===== src/rtl/seq_frame_tx.sv =====
// seq_frame_tx: serial frame transmitter (sync header, MSB-first payload, optional even parity, idle gap)
module seq_frame_tx #(
  parameter int DATA_W = 8,
  parameter int SYNC_W = 4,
  parameter logic [SYNC_W-1:0] SYNC_PAT = 4'b1011,
  parameter bit PARITY_EN = 1'b1,
  parameter int GAP_BITS = 2
) (
  input  logic              clk,
  input  logic              rstn,
  input  logic [DATA_W-1:0] data_in,
  input  logic              valid_in,
  output logic              ready_out,
  output logic              dout,
  output logic              dout_en,
  output logic              frame_start,
  output logic              frame_done,
  output logic              busy
);
  localparam int CMAX = (SYNC_W > DATA_W) ? ((SYNC_W > 16) ? SYNC_W : 16) : ((DATA_W > 16) ? DATA_W : 16);
  localparam int CW = $clog2(CMAX);
  typedef enum logic [2:0] {IDLE, SYNC, DATA, PAR, GAP} state_t;
  state_t state_q, state_d;
  logic [CW-1:0] cnt_q, cnt_d;
  logic [DATA_W-1:0] sh_q, sh_d, data_sh;
  logic [SYNC_W-1:0] sync_sh;
  logic par_q, par_d;
  logic dout_q, dout_d, en_q, en_d, start_q, start_d, done_q, done_d, busy_q, busy_d, ready_q, ready_d;
  always_ff @(posedge clk) begin
    if (!rstn) begin
      state_q <= IDLE;
      cnt_q   <= '0;
      sh_q    <= '0;
      par_q   <= 1'b0;
      dout_q  <= 1'b0;
      en_q    <= 1'b0;
      start_q <= 1'b0;
      done_q  <= 1'b0;
      busy_q  <= 1'b0;
      ready_q <= 1'b0;
    end else begin
      state_q <= state_d;
      cnt_q   <= cnt_d;
      sh_q    <= sh_d;
      par_q   <= par_d;
      dout_q  <= dout_d;
      en_q    <= en_d;
      start_q <= start_d;
      done_q  <= done_d;
      busy_q  <= busy_d;
      ready_q <= ready_d;
    end
  end
  always_comb begin
    state_d = state_q;
    cnt_d   = cnt_q;
    sh_d    = sh_q;
    par_d   = par_q;
    case (state_q)
      IDLE: if (valid_in && ready_q) begin
        state_d = SYNC;
        cnt_d   = '0;
        sh_d    = data_in;
        par_d   = ^data_in;
      end
      SYNC: begin
        state_d = (cnt_q == CW'(SYNC_W - 1)) ? DATA : SYNC;
        cnt_d   = (cnt_q == CW'(SYNC_W - 1)) ? '0 : cnt_q + CW'(1);
      end
      DATA: begin
        state_d = (cnt_q != CW'(DATA_W - 1)) ? DATA : PARITY_EN ? PAR : (GAP_BITS > 0) ? GAP : IDLE;
        cnt_d   = (cnt_q == CW'(DATA_W - 1)) ? '0 : cnt_q + CW'(1);
      end
      PAR: begin
        state_d = (GAP_BITS > 0) ? GAP : IDLE;
        cnt_d   = '0;
      end
      GAP: begin
        state_d = (cnt_q == CW'(GAP_BITS - 1)) ? IDLE : GAP;
        cnt_d   = (cnt_q == CW'(GAP_BITS - 1)) ? '0 : cnt_q + CW'(1);
      end
      default: state_d = IDLE;
    endcase
  end
  // Outputs are decoded from the next state so they can be registered without adding a cycle of latency.
  always_comb begin
    sync_sh = SYNC_PAT << cnt_d;
    data_sh = sh_d << cnt_d;
    dout_d  = (state_d == SYNC) ? sync_sh[SYNC_W-1] : (state_d == DATA) ? data_sh[DATA_W-1] : (state_d == PAR) ? par_d : 1'b0;
    en_d    = (state_d == SYNC) || (state_d == DATA) || (state_d == PAR);
    start_d = (state_q == IDLE) && (state_d == SYNC);
    done_d  = (state_d == PAR) || (!PARITY_EN && (state_d == DATA) && (cnt_d == CW'(DATA_W - 1)));
    busy_d  = state_d != IDLE;
    ready_d = state_d == IDLE;
  end
  assign dout        = dout_q;
  assign dout_en     = en_q;
  assign frame_start = start_q;
  assign frame_done  = done_q;
  assign busy        = busy_q;
  assign ready_out   = ready_q;
endmodule


===== config.mk =====
export PLATFORM = sky130hd
export DESIGN_NAME = seq_frame_tx
export DESIGN_NICKNAME = d
export VERILOG_FILES = /design/src/rtl/seq_frame_tx.sv
export SDC_FILE = /design/constraint.sdc
export NUM_CORES = 1
export LEC_CHECK = 0
export ABC_AREA = 1
export CORE_MARGIN = 5
export CORE_UTILIZATION = 48
export CTS_BUF_LIST = sky130_fd_sc_hd__clkbuf_4 sky130_fd_sc_hd__clkbuf_8 sky130_fd_sc_hd__clkbuf_16
export DETAILED_ROUTE_END_ITERATION = 8
export PLACE_DENSITY = 0.74
export SYNTH_ARGS = -nofsm -noshare
export SYNTH_HDL_FRONTEND = slang
export SYNTH_SLANG_ARGS = --single-unit

===== constraint.sdc =====
create_clock -name clk -period 1.6 [get_ports clk]
set_input_delay 0.32 -clock clk [delete_from_list [all_inputs] [get_ports clk]]
set_output_delay 0.32 -clock clk [all_outputs]
set_load 0.03 [all_outputs]

# ---- Word-level counts from Yosys, hierarchy flattened
# Index checks and enable logic that the tools add are counted.
dict set report word_totals {
  register_bits 22
  inputBits 11
  output_inout_bits 6
  word_cells 49
}
dict set report classes {
  add_sub_neg 1
  n_eq_ne 11
  n_shift 2
  n_mux 17
  reduce_logical 8
}
# op count
set ops {}
lappend ops {{case mux 4 bit (5 select lines)} 1}
lappend ops {{two-way mux 4 bit} 4}
lappend ops {{two-way mux 8 bit} 2}
lappend ops {{case mux 3 bit (5 select lines)} 1}
lappend ops {{equality test 3 x 2 -> 1 bit, second input constant} 4}
lappend ops {{XOR reduction 8 bit} 1}
lappend ops {{left shift 8 x 4 -> 8 bit} 1}
lappend ops {{equality test 3 x 1 -> 1 bit, second input constant} 2}
lappend ops {{zero test 3 bit} 2}
lappend ops {{two-way mux 1 bit} 6}
lappend ops {{two-way mux 3 bit} 2}
lappend ops {{adder 4 x 1 -> 4 bit, second input constant} 1}
lappend ops {{equality test 4 x 1 -> 1 bit, second input constant} 1}
lappend ops {{equality test 4 x 2 -> 1 bit, second input constant} 1}
lappend ops {{equality test 4 x 3 -> 1 bit, second input constant} 1}
lappend ops {{inequality test 4 x 3 -> 1 bit, second input constant} 1}
lappend ops {{left shift 4 x 4 -> 4 bit, first input constant} 1}
lappend ops {{equality test 3 bit, second input constant} 1}
lappend ops {{nonzero test 3 bit} 1}
lappend ops {{logical AND 1 bit} 2}
lappend ops {{logical OR 1 bit} 2}
lappend ops {{two-way mux 2 bit} 1}

# ---- Logic depth before layout (Yosys ltp)
dict set report depth {
  ltp_word 7
  depth_mapped 15
  ltp_nobuf 15
}

# ---- Worst setup path after synthesis
# Ideal clock, no wire load.
dict set report synth_timing {
  path_type {flip-flop to flip-flop}
  from {register cnt_q[0]}
  to {register dout_q, in the netlist dout}
  setup_ns 0.109
  arrival_time_ns 1.582
  required_time_ns 1.491
  path_slack_ns -0.090
  stages_incl_launch_ff 15
  path_buffers 0
  period_less_slack_ns 1.690
  cell_sequence {dfxtp_1 > ha_1 > nand3_1 > nand2_1 > nor2_1 > nor2_4 > nand3_4 > nand2_1 > nand3_1 > nand2_1 > nand2_1 > nand3_1 > nand3_1 > nand2_1 > inv_1}
}
dict set report synth_between {
  elab_chain_len 7
  elab_cells_between_ends 22
  classes_between {add/sub (1); eq/ne (7); shift (2); mux (12)}
}
# element line_no
set synth_lines {}
lappend synth_lines {{start: declaration} 24} ;# logic [CW-1:0] cnt_q, cnt_d;
lappend synth_lines {{start signal: assignment} 43} ;# cnt_q <= cnt_d;
lappend synth_lines {{branches (longest 6 deep; another with adder 4 x 1 -> 4 bit)} -}
lappend synth_lines {{two-way mux 1 bit (*)} 89} ;# dout_d = (state_d == SYNC) ? sync_sh[SYNC_W-1] : (state_d == DATA) ? data_sh[DATA_W-1] : (state_d == PAR) ? pa ...
lappend synth_lines {{end signal: assignment} 46} ;# dout_q <= dout_d;
lappend synth_lines {{end: declaration} 28} ;# logic dout_q, dout_d, en_q, en_d, start_q, start_d, done_q, done_d, busy_q, busy_d, ready_q, ready_d;
# Mark *: on every way between the ends.
# A chain may end at the register's enable or synchronous reset.

# ---- Final worst setup path
# Same ends and word-level chain as after synthesis.

==> key figures <==
Logic synthesis
  – Largest family of logic cells by synthesized area: simple AND/OR/NAND/NOR gates
  – Synth Net Count: 196
  – Simple-gate share of the synthesized area: 43.3%
  – Syn_area_per_cell: around 7 sq um
  – Post-synthesis mux area share: 0%
  – Synthesized instance count: between 150 and 200
  – Synth top area cells: dfxtp_1 (34%), nand2_1 (15%), nand3_1 (6.6%)
  – Post-synthesis compound-gate area fraction: 8.20%
  – Prevailing post-synth register cell: dfxtp_1
  – Sequential share of the synthesized area: around a third
  – Cell Area, Synth: roughly 1300 sq um
  – Area share of fa/ha/maj cells after synthesis: ~2%
  – Yosys top cell by area: dfxtp_1
  – Post-synth EDFFs: 0
  – Ys async rst share: 0%
  – Warnings, synthesis: 0
  – Xor/xnor cell area share of the yosys netlist: 5.46%
  – Seq cells post-synth: 22
  – Post-synth cell types: 31
  – Synth top area share: 34.3%

Floorplan
  – Initial Utilization: about half
  – Core Footprint: ~2500 sq um
  – # rows: 18
  – DIE WIDTH: 61.7 um
  – Die area: approximately 3800 sq um
  – IO Count: 17
  – Die H: between 60 and 70 um

Final layout
  – Fillers: roughly 190
  – Share of cells above drive strength 1: between 30% and 40%
  – Area of the multi-input gates: slightly below 900 sq um
  – Diodes inserted: 0
  – Biggest regs: sh_q: 8 flops, cnt_q: 4 flops, state_q: 3 flops
  – Synth-to-Final Area Change: 46.1%
  – Final nets: approximately 250
  – Max reg flops: 8
  – Register area: 457 sq um
  – Top reg by flops: sh_q

STA
  – Endpoints failing hold: 0
  – Final WS setup: -79.2 ps
  – Slew @ Worst Pin: between 300 and 400 ps
  – # setup viols final: 1
  – Pins over their slew limit: 0
  – Max-slew headroom: roughly 77%
  – Tcrit/Tclk final: 105%
  – Final min period: 1680 ps
  – Hold WS: 491 ps
  – Unrepaired setup endpoints after global routing: yes
  – Clock skew: roughly 6.6 ps
  – Fmax: a little under 600 MHz

Route
  – Final wirelength: around 3700 um
  – Via count: between 1,000 and 1,500
  – Pre-Repair DR Iteration Count: 4
  – Initial drt markers: 94
  – Post-route DRC: 0
  – Detail Route Antenna Nets: 0
  – Vias/cell: 5.28
  – DR WL/cell: ~14 um

CTS
  – Hold_buf cts: 0
  – Clock Sinks: 22
  – Cts bufs inserted: 3
  – TritonCTS clock tree: done
  – H-tree levels: 1
  – Clk slew on worst S/H paths: around 130 ps
  – Max Root-Sink Buffers: 2
  – Clock latency on the worst-skew pair: between 300 and 400 ps
  – CTS root buf: clkbuf_4

Outcome
  – Violated checks: setup timing
  – Status: finished with violations

Worst setup path
  – Crit-path max FO: 4
  – Worst setup path class: register to register
  – Worst EP arrival: 1920 ps
  – CP Capture Type: register
  – WP data required: around 1900 ps
  – Critical Path Start Type: register

GRT
  – Congestion Overflow GR: 0
  – Initial antenna violation count: 0
  – First-pass GRT wire length: around 5600 um
  – Vias in the first global route: about 1,300
  – GR Util All Layers: 20.1%
  – Largest net degree at the start of global routing: 20

Worst hold path
  – Hold crit path type: register to register

Power
  – Power per cell area: around 760 nW/um^2
  – Leak pwr: just under 0.9 nW
  – Total power: 1.43 mW
  – Peak supply drop: around 660 uV

Place
  – HPWL after DPL: around 2500 um
  – GPL Wtd Cong: roughly 0.88
  – Port Buffers: 16

Run
  – Max-Cap Viols: 0
[metal layers]
layer	GRT usage (%)	up-vias	wire [um]
met5	0	-	0
met4	7.58	0	89
met3	3.93	11	150
met2	33.9	40	1900
met1	25.2	635	1520
li1	-	693	-
[synth_stat cells, types with 3 or more instances]
cell type  instances
nand4_1            5
nor2_2             3
dfxtp_1           22
inv_2              3
nand2_1           52
nand3_1           17
nand2_2            8
xor2_1             3
xnor2_1            5
inv_1             13
a21oi_1           11
nor2_1            15
[power by group]
group	leakage, nW	switching [mW]	internal (mW)
clock	0.0279	0.189	0.254
combinational	0.664	0.217	0.169
sequential	0.183	0.0214	0.576
[worst max-delay path, cell delays in order, from the launching register on]
cell and delay (ps):
dfxtp_4 380, buf_4 160, inv_2 110, nand2_2 70
nor2_2 160, nor2_4 80, buf_4 140, nand4_1 70
nand3_1 90, nand2_1 70, nand2_1 50, nand3_1 60
nand3_1 60, nand2_1 60, inv_1 40
[layout by cell type, fill, tap and decap left out, types with 4 or more instances in the layout]
cell	synthesis	routed
dlygate4sd2_1	0	6
clkdlybuf4s50_1	0	10
a21oi_1	11	11
nand2_2	8	16
buf_4	0	30
dfxtp_2	0	4
nand2_1	52	42
inv_2	3	4
nor2_1	15	11
inv_1	13	11
nand3_2	2	4
nand3_1	17	13
nor2_4	1	5
nand3_4	2	4
nand4_1	5	5
xnor2_1	5	5
dfxtp_1	22	15
nand2_4	2	4
[through the flow]
stage | TNS (ps) | setup WS [ps] | cells | util (%) | cell area, sq um
detailed placement | -840 | -301 | 254 | 66.5 | 1680
global route | -362 | -154 | 261 | 74.3 | 1870
global placement | -690 | -244 | 254 | 66.5 | 1680
CTS | -52.7 | -52.7 | 259 | 70.2 | 1770
floorplan | 0 | 1.19 | 183 | - | 1280
finish | -79.2 | -79.2 | 261 | 74.3 | 1870
[final cells by class]
type	count	area share (%)
timing repair buffer	46	20.2
tap	30	2.00
clock buffer	3	1.20
inverter	19	4.34
clock inverter	1	1.60
sequential	22	24.4
multi-input combinational	140	46.3
[repair_timing]
action / in CTS / in global routing
pin swaps: 7 / 14
hold endpoints to repair: 0 / 0
gates resized for setup: 16 / 29
setup buffers: 1 / 2
setup endpoints to repair: 7 / 4
[logic make-up (layout without fill, tap and decap cells)]
logic type	Yosys count	count (layout)
simple gates	111	111
compound gates	19	19
xor+xnor	8	8
buf+inv	21	69
flops	22	22
fa+ha+maj	2	2
[path summary, 6_finish.rpt]
kind / cells after the start / slack (ps) / start / endpoint
setup / recovery: 14 / -80 / cnt_q[0] / dout
hold reg to reg: 2 / 490 / sh_q[4] / sh_q[4]
setup reg to reg: 14 / -80 / cnt_q[0] / dout
hold / removal: 2 / 490 / sh_q[4] / sh_q[4]
(Power assumes the default switching activity.)
